### config.mk
export PLATFORM = sky130hd
export DESIGN_NAME = csr_trap_unit
export DESIGN_NICKNAME = d
export VERILOG_FILES = /design/src/rtl/csr_trap_unit.sv
export SDC_FILE = /design/constraint.sdc
export NUM_CORES = 1
export LEC_CHECK = 0
export BUFFER_PORTS_ARGS = -buffer_cell sky130_fd_sc_hd__buf_4
export CAP_MARGIN = 20
export CORE_UTILIZATION = 35
export DETAILED_ROUTE_END_ITERATION = 7
export PLACE_DENSITY = 0.6
export SYNTH_ARGS = -nofsm -noshare
export SYNTH_HDL_FRONTEND = slang
export SYNTH_SLANG_ARGS = --single-unit
### constraint.sdc
create_clock -name clk -period 5.04 [get_ports clk]
set_input_delay 0.756 -clock clk [delete_from_list [all_inputs] [get_ports clk]]
set_output_delay 0.756 -clock clk [all_outputs]
set_load 0.1 [all_outputs]
### src/rtl/csr_trap_unit.sv
// ============================================================================
// Module   : csr_trap_unit
// Purpose  : Machine-mode CSR file with ecall/mret/external-interrupt trap logic
// Revision : 1.0 - initial release
// ============================================================================
`default_nettype none

module csr_trap_unit #(
  parameter int              XLEN        = 32,
  parameter logic [XLEN-1:0] MTVEC_RST   = '0,
  parameter int              ECALL_CAUSE = 11,
  parameter int              IRQ_CAUSE   = 11
) (
  input  logic            clk,
  input  logic            rst,
  input  logic [XLEN-1:0] pc,
  input  logic [11:0]     csr_addr,
  input  logic [1:0]      csr_op,
  input  logic [XLEN-1:0] csr_wdata,
  output logic [XLEN-1:0] csr_rdata,
  output logic            csr_illegal,
  input  logic            ecall,
  input  logic            mret,
  input  logic            instr_retire,
  input  logic            ext_irq,
  output logic            trap_valid,
  output logic [XLEN-1:0] trap_target,
  output logic            irq_taken
);

  localparam logic [11:0] c_ADDR_MSTATUS   = 12'h300;
  localparam logic [11:0] c_ADDR_MTVEC     = 12'h305;
  localparam logic [11:0] c_ADDR_MSCRATCH  = 12'h340;
  localparam logic [11:0] c_ADDR_MEPC      = 12'h341;
  localparam logic [11:0] c_ADDR_MCAUSE    = 12'h342;
  localparam logic [11:0] c_ADDR_MCYCLE    = 12'hB00;
  localparam logic [11:0] c_ADDR_MINSTRET  = 12'hB02;
  localparam logic [11:0] c_ADDR_MCYCLEH   = 12'hB80;
  localparam logic [11:0] c_ADDR_MINSTRETH = 12'hB82;

  localparam bit              c_HAS_HI       = (XLEN == 32);
  localparam logic [XLEN-1:0] c_ECALL_MCAUSE = XLEN'(ECALL_CAUSE);
  localparam logic [XLEN-1:0] c_IRQ_MCAUSE   = {1'b1, (XLEN-1)'(IRQ_CAUSE)};
  localparam logic [XLEN-1:0] c_ALIGN_MASK   = ~XLEN'(3);

  logic            mie_q, mie_d;
  logic            mpie_q, mpie_d;
  logic [XLEN-1:0] mtvec_q, mtvec_d;
  logic [XLEN-1:0] mepc_q, mepc_d;
  logic [XLEN-1:0] mcause_q, mcause_d;
  logic [XLEN-1:0] mscratch_q, mscratch_d;
  logic [63:0]     mcycle_q, mcycle_d;
  logic [63:0]     minstret_q, minstret_d;

  logic [XLEN-1:0] mstatus_val;
  logic [XLEN-1:0] csr_new;
  logic            csr_hit;
  logic            csr_we;
  logic            irq_take;

  always_comb begin
    mstatus_val        = '0;
    mstatus_val[12:11] = 2'b11;
    mstatus_val[7]     = mpie_q;
    mstatus_val[3]     = mie_q;
  end

  // The high-half counter aliases only exist on 32-bit builds.
  always_comb begin
    csr_hit   = 1'b1;
    csr_rdata = '0;
    case (csr_addr)
      c_ADDR_MSTATUS:   csr_rdata = mstatus_val;
      c_ADDR_MTVEC:     csr_rdata = mtvec_q;
      c_ADDR_MSCRATCH:  csr_rdata = mscratch_q;
      c_ADDR_MEPC:      csr_rdata = mepc_q;
      c_ADDR_MCAUSE:    csr_rdata = mcause_q;
      c_ADDR_MCYCLE:    csr_rdata = mcycle_q[XLEN-1:0];
      c_ADDR_MINSTRET:  csr_rdata = minstret_q[XLEN-1:0];
      c_ADDR_MCYCLEH: begin
        if (c_HAS_HI) csr_rdata = XLEN'(mcycle_q[63:32]);
        else          csr_hit   = 1'b0;
      end
      c_ADDR_MINSTRETH: begin
        if (c_HAS_HI) csr_rdata = XLEN'(minstret_q[63:32]);
        else          csr_hit   = 1'b0;
      end
      default:          csr_hit = 1'b0;
    endcase
  end

  always_comb begin
    case (csr_op)
      2'b01:   csr_new = csr_wdata;
      2'b10:   csr_new = csr_rdata | csr_wdata;
      2'b11:   csr_new = csr_rdata & ~csr_wdata;
      default: csr_new = csr_rdata;
    endcase
  end

  assign csr_illegal = (csr_op != 2'b00) && !csr_hit;
  assign irq_take    = ext_irq & mie_q & instr_retire & ~ecall & ~mret;
  assign irq_taken   = irq_take;
  assign trap_valid  = ecall | irq_take | mret;
  assign trap_target = (mret && !ecall && !irq_take) ? mepc_q : mtvec_q;
  assign csr_we      = (csr_op != 2'b00) && csr_hit && !ecall && !irq_take && !mret;

  always_comb begin
    mie_d      = mie_q;
    mpie_d     = mpie_q;
    mtvec_d    = mtvec_q;
    mepc_d     = mepc_q;
    mcause_d   = mcause_q;
    mscratch_d = mscratch_q;
    mcycle_d   = mcycle_q + 64'd1;
    minstret_d = minstret_q + {63'd0, instr_retire};

    if (ecall) begin
      mepc_d   = pc;
      mcause_d = c_ECALL_MCAUSE;
      mpie_d   = mie_q;
      mie_d    = 1'b0;
    end else if (irq_take) begin
      mepc_d   = pc + XLEN'(4);
      mcause_d = c_IRQ_MCAUSE;
      mpie_d   = mie_q;
      mie_d    = 1'b0;
    end else if (mret) begin
      mie_d    = mpie_q;
      mpie_d   = 1'b1;
    end else if (csr_we) begin
      // Counter writes replace one half and hold the other, dropping this cycle's increment.
      case (csr_addr)
        c_ADDR_MSTATUS: begin
          mie_d  = csr_new[3];
          mpie_d = csr_new[7];
        end
        c_ADDR_MTVEC:     mtvec_d    = csr_new & c_ALIGN_MASK;
        c_ADDR_MSCRATCH:  mscratch_d = csr_new;
        c_ADDR_MEPC:      mepc_d     = csr_new & c_ALIGN_MASK;
        c_ADDR_MCAUSE:    mcause_d   = csr_new;
        c_ADDR_MCYCLE: begin
          mcycle_d              = mcycle_q;
          mcycle_d[XLEN-1:0]    = csr_new;
        end
        c_ADDR_MINSTRET: begin
          minstret_d            = minstret_q;
          minstret_d[XLEN-1:0]  = csr_new;
        end
        c_ADDR_MCYCLEH:   mcycle_d   = {csr_new[31:0], mcycle_q[31:0]};
        c_ADDR_MINSTRETH: minstret_d = {csr_new[31:0], minstret_q[31:0]};
        default: ;
      endcase
    end
  end

  always_ff @(posedge clk) begin
    if (rst) begin
      mie_q      <= 1'b0;
      mpie_q     <= 1'b0;
      mtvec_q    <= MTVEC_RST;
      mepc_q     <= '0;
      mcause_q   <= '0;
      mscratch_q <= '0;
      mcycle_q   <= '0;
      minstret_q <= '0;
    end else begin
      mie_q      <= mie_d;
      mpie_q     <= mpie_d;
      mtvec_q    <= mtvec_d;
      mepc_q     <= mepc_d;
      mcause_q   <= mcause_d;
      mscratch_q <= mscratch_d;
      mcycle_q   <= mcycle_d;
      minstret_q <= minstret_d;
    end
  end

endmodule

`default_nettype wire

==> results.toml, run 1 <==
[synthesis]
muxShareOfSynthArea = 0.0577
synth_cell_types = 101
synth_xor_area_frac = 0.0251
synth_compound_area_frac = 0.280
synth-main-ff-cell = "dfxtp_1"
async_reset_ff_frac = 0
synth_common_cells = "284 x nand2_1, 256 x dfxtp_1, 247 x nor2_1"
synth_fa_ha_area_frac = 0.00287
syn-instance-count = 2326
yosys.area.top_type = "dfxtp_1"
yosys.area_share.simple = 0.288
syn_area_um2 = 17500
synth_fp_nets = 2414
synth_warnings = 0
seq_area_frac_synth = 0.293
synth_seq_cells = 256
synth_edf_count = 0
synth_top_area_share = 0.293
synth_top_family_by_area = "simple AND/OR/NAND/NOR gates"
synth.avg_cell_area_um2 = 7.51
synthMostInstantiatedCell = "nand2_1"
synthTopCellsByArea = "dfxtp_1 29%, nand2_1 6.1%, nor2_1 5.3%"

[grt]
grt_pass1_vias = 19100
grt_max_degree = 133
grt-ovfl-total = 0
grt_usage = 0.385
antenna_found_initial = 6
grt_first_pass_wirelength_mm = 141

[cts]
clk_path_buf_depth = 3
clk_pin_slew_ns = 0.06
h-tree-depth = 2
clk-insertion-delay-late_ns = 0.57
cts_sinks = 256
ctsResizeCount = 0
cts_setup_buffers = 0
root_buffer = "clkbuf_16"
postCtsHoldBufs = 0
numCtsBuffers = 35
cts_tree = "yes"

[sta]
finalClockSkew_ns = 0.0276
grt_setup_unrepaired = "no"
setup_ws_ns = 0.575
slew_viol_final = 0
tightest_slew_ns = 1.25
hold_viol = 0
report.final.setup_viol = 0
hold_ws_ns = 0.443
post-route-period-util = 0.886
fmaxAchievable_ghz = 0.224
min_period_ns = 4.47
slew_headroom = 0.164
tns_ns = 0

[worst_setup_path]
critPathKind = "input port to primary output"
critPathRequiredTime_ns = 4.28
cp-start-kind = "input port"
cp-end-kind = "primary output"
worstPathArrival_ns = 3.71
worst-path-max-fanout = 28

[floorplan]
initial_utilization = 0.356
num_io_pins = 151
die_w_um = 225
core_um2 = 49100
rows = 81
die_y_um = 225
dieArea_um2 = 50800

[placement]
placed_area_um2 = 19600
dp_hpwl_mm = 74.8
dp_slack_ns = 0.809
gp_congestion = 1.07
numPortBuffers = 150
dp.cells = 3074

[flow_run]
drv_cap = 0

[finish]
fin_area_um2 = 20800
final_util = 0.424
syn_to_final_growth_pct = 19.0
instances_no_fill = 3140
drive_gt1_frac = 0.174
num-fill-cells = 5086
nNetsFinal = 2535

[detailed_routing]
drc = 0
vias = 21100
drtIter0Drc = 3029
vias_per_cell = 6.72
drtPass1Iterations = 8
ant_nets = 0
wl_mm = 99.4
routedWlPerCell_um = 31.7

[power]
leakage_nw = 7.40
p_per_area_nw_per_um2 = 258
worst_ir_drop_vdd_v = 0.000246
total_power_mw = 5.36

[hold_path]
hp-class = "input port to register"

[run_status]
status = "complete, no violations"
## flip-flops by register name, indices dropped and copies added (netlist names)
signal	flops
mtvec_q	30
mcycle_q	64
mcause_q	32
mie_q	1
mscratch_q	32
mepc_q	32
minstret_q	64
mpie_q	1
## critical path, stage by stage
cell	delay, ns
buf_4	0.40
nor4_2	0.12
buf_4	0.26
a222oi_1	0.54
o2bb2ai_1	0.14
a221oi_1	0.98
inv_1	0.17
buf_4	0.30
## layer usage
metal | up-vias | GRT usage | share of wire
met5 | - | 0 | 0.00041
met4 | 6 | 0.228 | 0.066
met3 | 305 | 0.0817 | 0.10
met2 | 1459 | 0.577 | 0.43
met1 | 10300 | 0.506 | 0.40
li1 | 9042 | - | -
## path summary, 6_finish.rpt
kind,startpoint,endpoint,slack (ns),depth (start not counted)
worst max-delay path,csr_addr[1],csr_rdata[25],0.57,8
worst min-delay path,pc[1],mepc_q[1]$_SDFFE_PP0P_,0.44,3
worst max register to register,minstret_q[0]$_SDFFE_PP0P_,minstret_q[48]$_SDFFE_PP0P_,1.43,9
worst min register to register,mscratch_q[12]$_SDFFE_PP0P_,mscratch_q[12]$_SDFFE_PP0P_,0.45,2
## power by group
group | switching (mW) | internal (mW) | leakage [nW]
logic | 0.487 | 0.199 | 4.75
registers | 0.0298 | 2.05 | 2.07
clock network | 1.02 | 1.58 | 0.583
total | 1.54 | 3.82 | 7.40
## cells by family (layout without fill, tap and decap cells)
group | Yosys count | in the layout
AND/OR/NAND/NOR | 997 | 997
flip-flops | 256 | 256
XOR/XNOR | 50 | 50
buffers and inverters | 214 | 360
AO/OA/AOI/OAI | 712 | 712
multiplexers | 93 | 93
adder cells (fa/ha/maj) | 4 | 4
other | 0 | 4
## cells in the final DEF, fill, tap and decap left out, types with 29 or more instances in the layout
master	instances
a211oi_1	70
a21oi_1	169
a22oi_1	52
a31oi_1	54
and3_1	37
buf_4	253
clkbuf_16	37
dfxtp_1	256
inv_1	37
mux2_2	41
mux2i_1	49
nand2_1	284
nand3_1	91
nand4_1	61
nor2_1	244
nor3_1	105
nor4_1	29
o21ai_0	95
xnor2_1	31
## layout make-up
class                   instances  area (um^2)  share of cell area
clock inverters                 8         97.6             0.00470
flip-flops and latches        256         5120               0.247
clock buffers                  54         1080              0.0520
inverters                      39          146             0.00704
well taps                     664          831              0.0400
diodes                          4         10.0            0.000482
repair buffers                259         2010              0.0966
multi-input cells            1856        11500               0.553
Power figures use the tool's default switching activity.
==> run 2: changes to the inputs <==
==> constraint.sdc (replaced) <==
create_clock -name clk -period 5.04 [get_ports clk]
set_input_delay 1.008 -clock clk [delete_from_list [all_inputs] [get_ports clk]]
set_output_delay 1.008 -clock clk [all_outputs]
set_load 0.1 [all_outputs]
==> run 2 against run 1 <==
- highest routed layer unchanged
- combinational power is 0.6% lower
- critical endpoint is now csr_rdata[29]
- largest power group unchanged
- wire length is 0.83% lower
- register-to-register slack better by 0.22 ns
- via count is 1.1% lower
- die area stayed put
- critical path type unchanged
- clock power is 7% lower
- final cell count is 0.16% higher
==> results.toml, run 2 (synthesis results as in run 1) <==
[floorplan]
die_w_um = 225
rows = 81
die_y_um = 225
initial_utilization = 0.356
core_um2 = 49100
dieArea_um2 = 50800
num_io_pins = 151

[worst_setup_path]
crit_end = "csr_rdata[29]"
cp-end-kind = "primary output"
timing.rr.end = "mcycle_q[63]$_SDFFE_PP0P_"
crit_start = "csr_addr[1]"
critPathKind = "input port to primary output"
worstPathArrival_ns = 3.57
r2r-start = "mcycle_q[39]$_SDFFE_PP0P_"
critPathRequiredTime_ns = 4.03
cp-start-kind = "input port"
reg2reg_slack_ns = 1.65
reg2reg_depth = 7
worst-path-max-fanout = 25

[placement]
gp_congestion = 1.07
numPortBuffers = 150
dp.cells = 3087
dp_slack_ns = 0.514
dp_hpwl_mm = 75.6

[cts]
root_buffer = "clkbuf_16"
cts_sinks = 256
ctsResizeCount = 0
clk_path_buf_depth = 3
postCtsHoldBufs = 0
cts_tree = "yes"
numCtsBuffers = 31
clk_pin_slew_ns = 0.06
cts_setup_buffers = 0
clk-insertion-delay-late_ns = 0.60
h-tree-depth = 1

[grt]
grt-ovfl-total = 0
grt_max_degree = 70
antenna_found_initial = 6
grt_usage = 0.379
grt_pass1_vias = 19100
grt_first_pass_wirelength_mm = 140

[power]
p_per_area_nw_per_um2 = 250
leakage_nw = 7.38
worst_ir_drop_vdd_v = 0.000241

[sta]
slew_headroom = 0.244
tightest_slew_ns = 1.13
post-route-period-util = 0.909
finalClockSkew_ns = 0.0274
slew_viol_final = 0
report.final.setup_viol = 0
grt_setup_unrepaired = "no"
min_period_ns = 4.58
fmaxAchievable_ghz = 0.218
setup_ws_ns = 0.458
tns_ns = 0
hold_ws_ns = 0.467
hold_viol = 0

[finish]
final_util = 0.422
reg_top3 = "mcycle_q: 64 flops, minstret_q: 64 flops"
layout_commonest_cell = "nand2_1"
final_cell_mix = "284 x nand2_1, 271 x buf_4, 256 x dfxtp_1"
instances_no_fill = 3145
drive_gt1_frac = 0.177
syn_to_final_growth_pct = 18.6
nNetsFinal = 2544

[detailed_routing]
drtIter0Drc = 3033
drc = 0
drtPass1Iterations = 8
routedWlPerCell_um = 31.3
ant_nets = 0
vias = 20900
wl_mm = 98.6
vias_per_cell = 6.63

[hold_path]
hp-class = "register to register"

[run_status]
status = "complete, no violations"

[flow_run]
drv_cap = 0
-- run 2: cell types whose count changed in the layout (fill, tap and decap cells not counted), sizes merged --
cell,change
buf,+14
clkbuf,-9
bufinv,+1
clkdlybuf4s18,-1
-- run 2: cell type report --
| class | count | area (um^2) |
|---|---|---|
| fillers | 5066 | 28300 |
| clock inverters | 9 | 131 |
| diodes | 4 | 10.0 |
| inverters | 39 | 146 |
| well taps | 664 | 831 |
| flip-flops and latches | 256 | 5120 |
| clock buffers | 45 | 938 |
| repair buffers | 272 | 2050 |
| multi-input cells | 1856 | 11500 |
-- run 2: power breakdown --
group          leakage [nW]  switching, mW  total (mW)  internal (mW)
Sequential             2.07         0.0288        2.08           2.05
Clock                 0.532          0.983        2.42           1.43
Combinational          4.78          0.484       0.683          0.199
-- run 2: worst min-delay path by stage --
stage / start / to / cells after the start
2_1_floorplan: mscratch_q[12]$_SDFFE_PP0P_ / mscratch_q[12]$_SDFFE_PP0P_ / 2
3_3_place_gp: mscratch_q[12]$_SDFFE_PP0P_ / mscratch_q[12]$_SDFFE_PP0P_ / 2
3_5_place_dp: mscratch_q[25]$_SDFFE_PP0P_ / mscratch_q[25]$_SDFFE_PP0P_ / 2
4_1_cts: mscratch_q[25]$_SDFFE_PP0P_ / mscratch_q[25]$_SDFFE_PP0P_ / 2
5_1_grt: mscratch_q[12]$_SDFFE_PP0P_ / mscratch_q[12]$_SDFFE_PP0P_ / 2
6_report: mscratch_q[12]$_SDFFE_PP0P_ / mscratch_q[12]$_SDFFE_PP0P_ / 2
-- run 2: per-stage QoR --
stage / area, um^2 / total power [mW]
final: 20700 / 5.17
after global routing: 20700 / 5.27
after CTS: 20700 / 5.14
after detailed placement: 19600 / 2.78
after global placement: 19600 / 2.77
after floorplan: 17500 / 2.45
-- run 2: worst max-delay path: stages --
cell and delay, ns:
buf_4 0.22, or4_4 0.72, nor3_2 0.57, buf_4 0.27, a22o_1 0.21, or3_1 0.23
buf_4 0.32
-- run 2: metal layers --
layer / vias up / global-route usage / wire length, um
li1: 9046 / - / -
met1: 10100 / 0.499 / 39400
met2: 1424 / 0.579 / 42400
met3: 271 / 0.0814 / 10500
met4: 8 / 0.200 / 6230
met5: - / 0 / 55
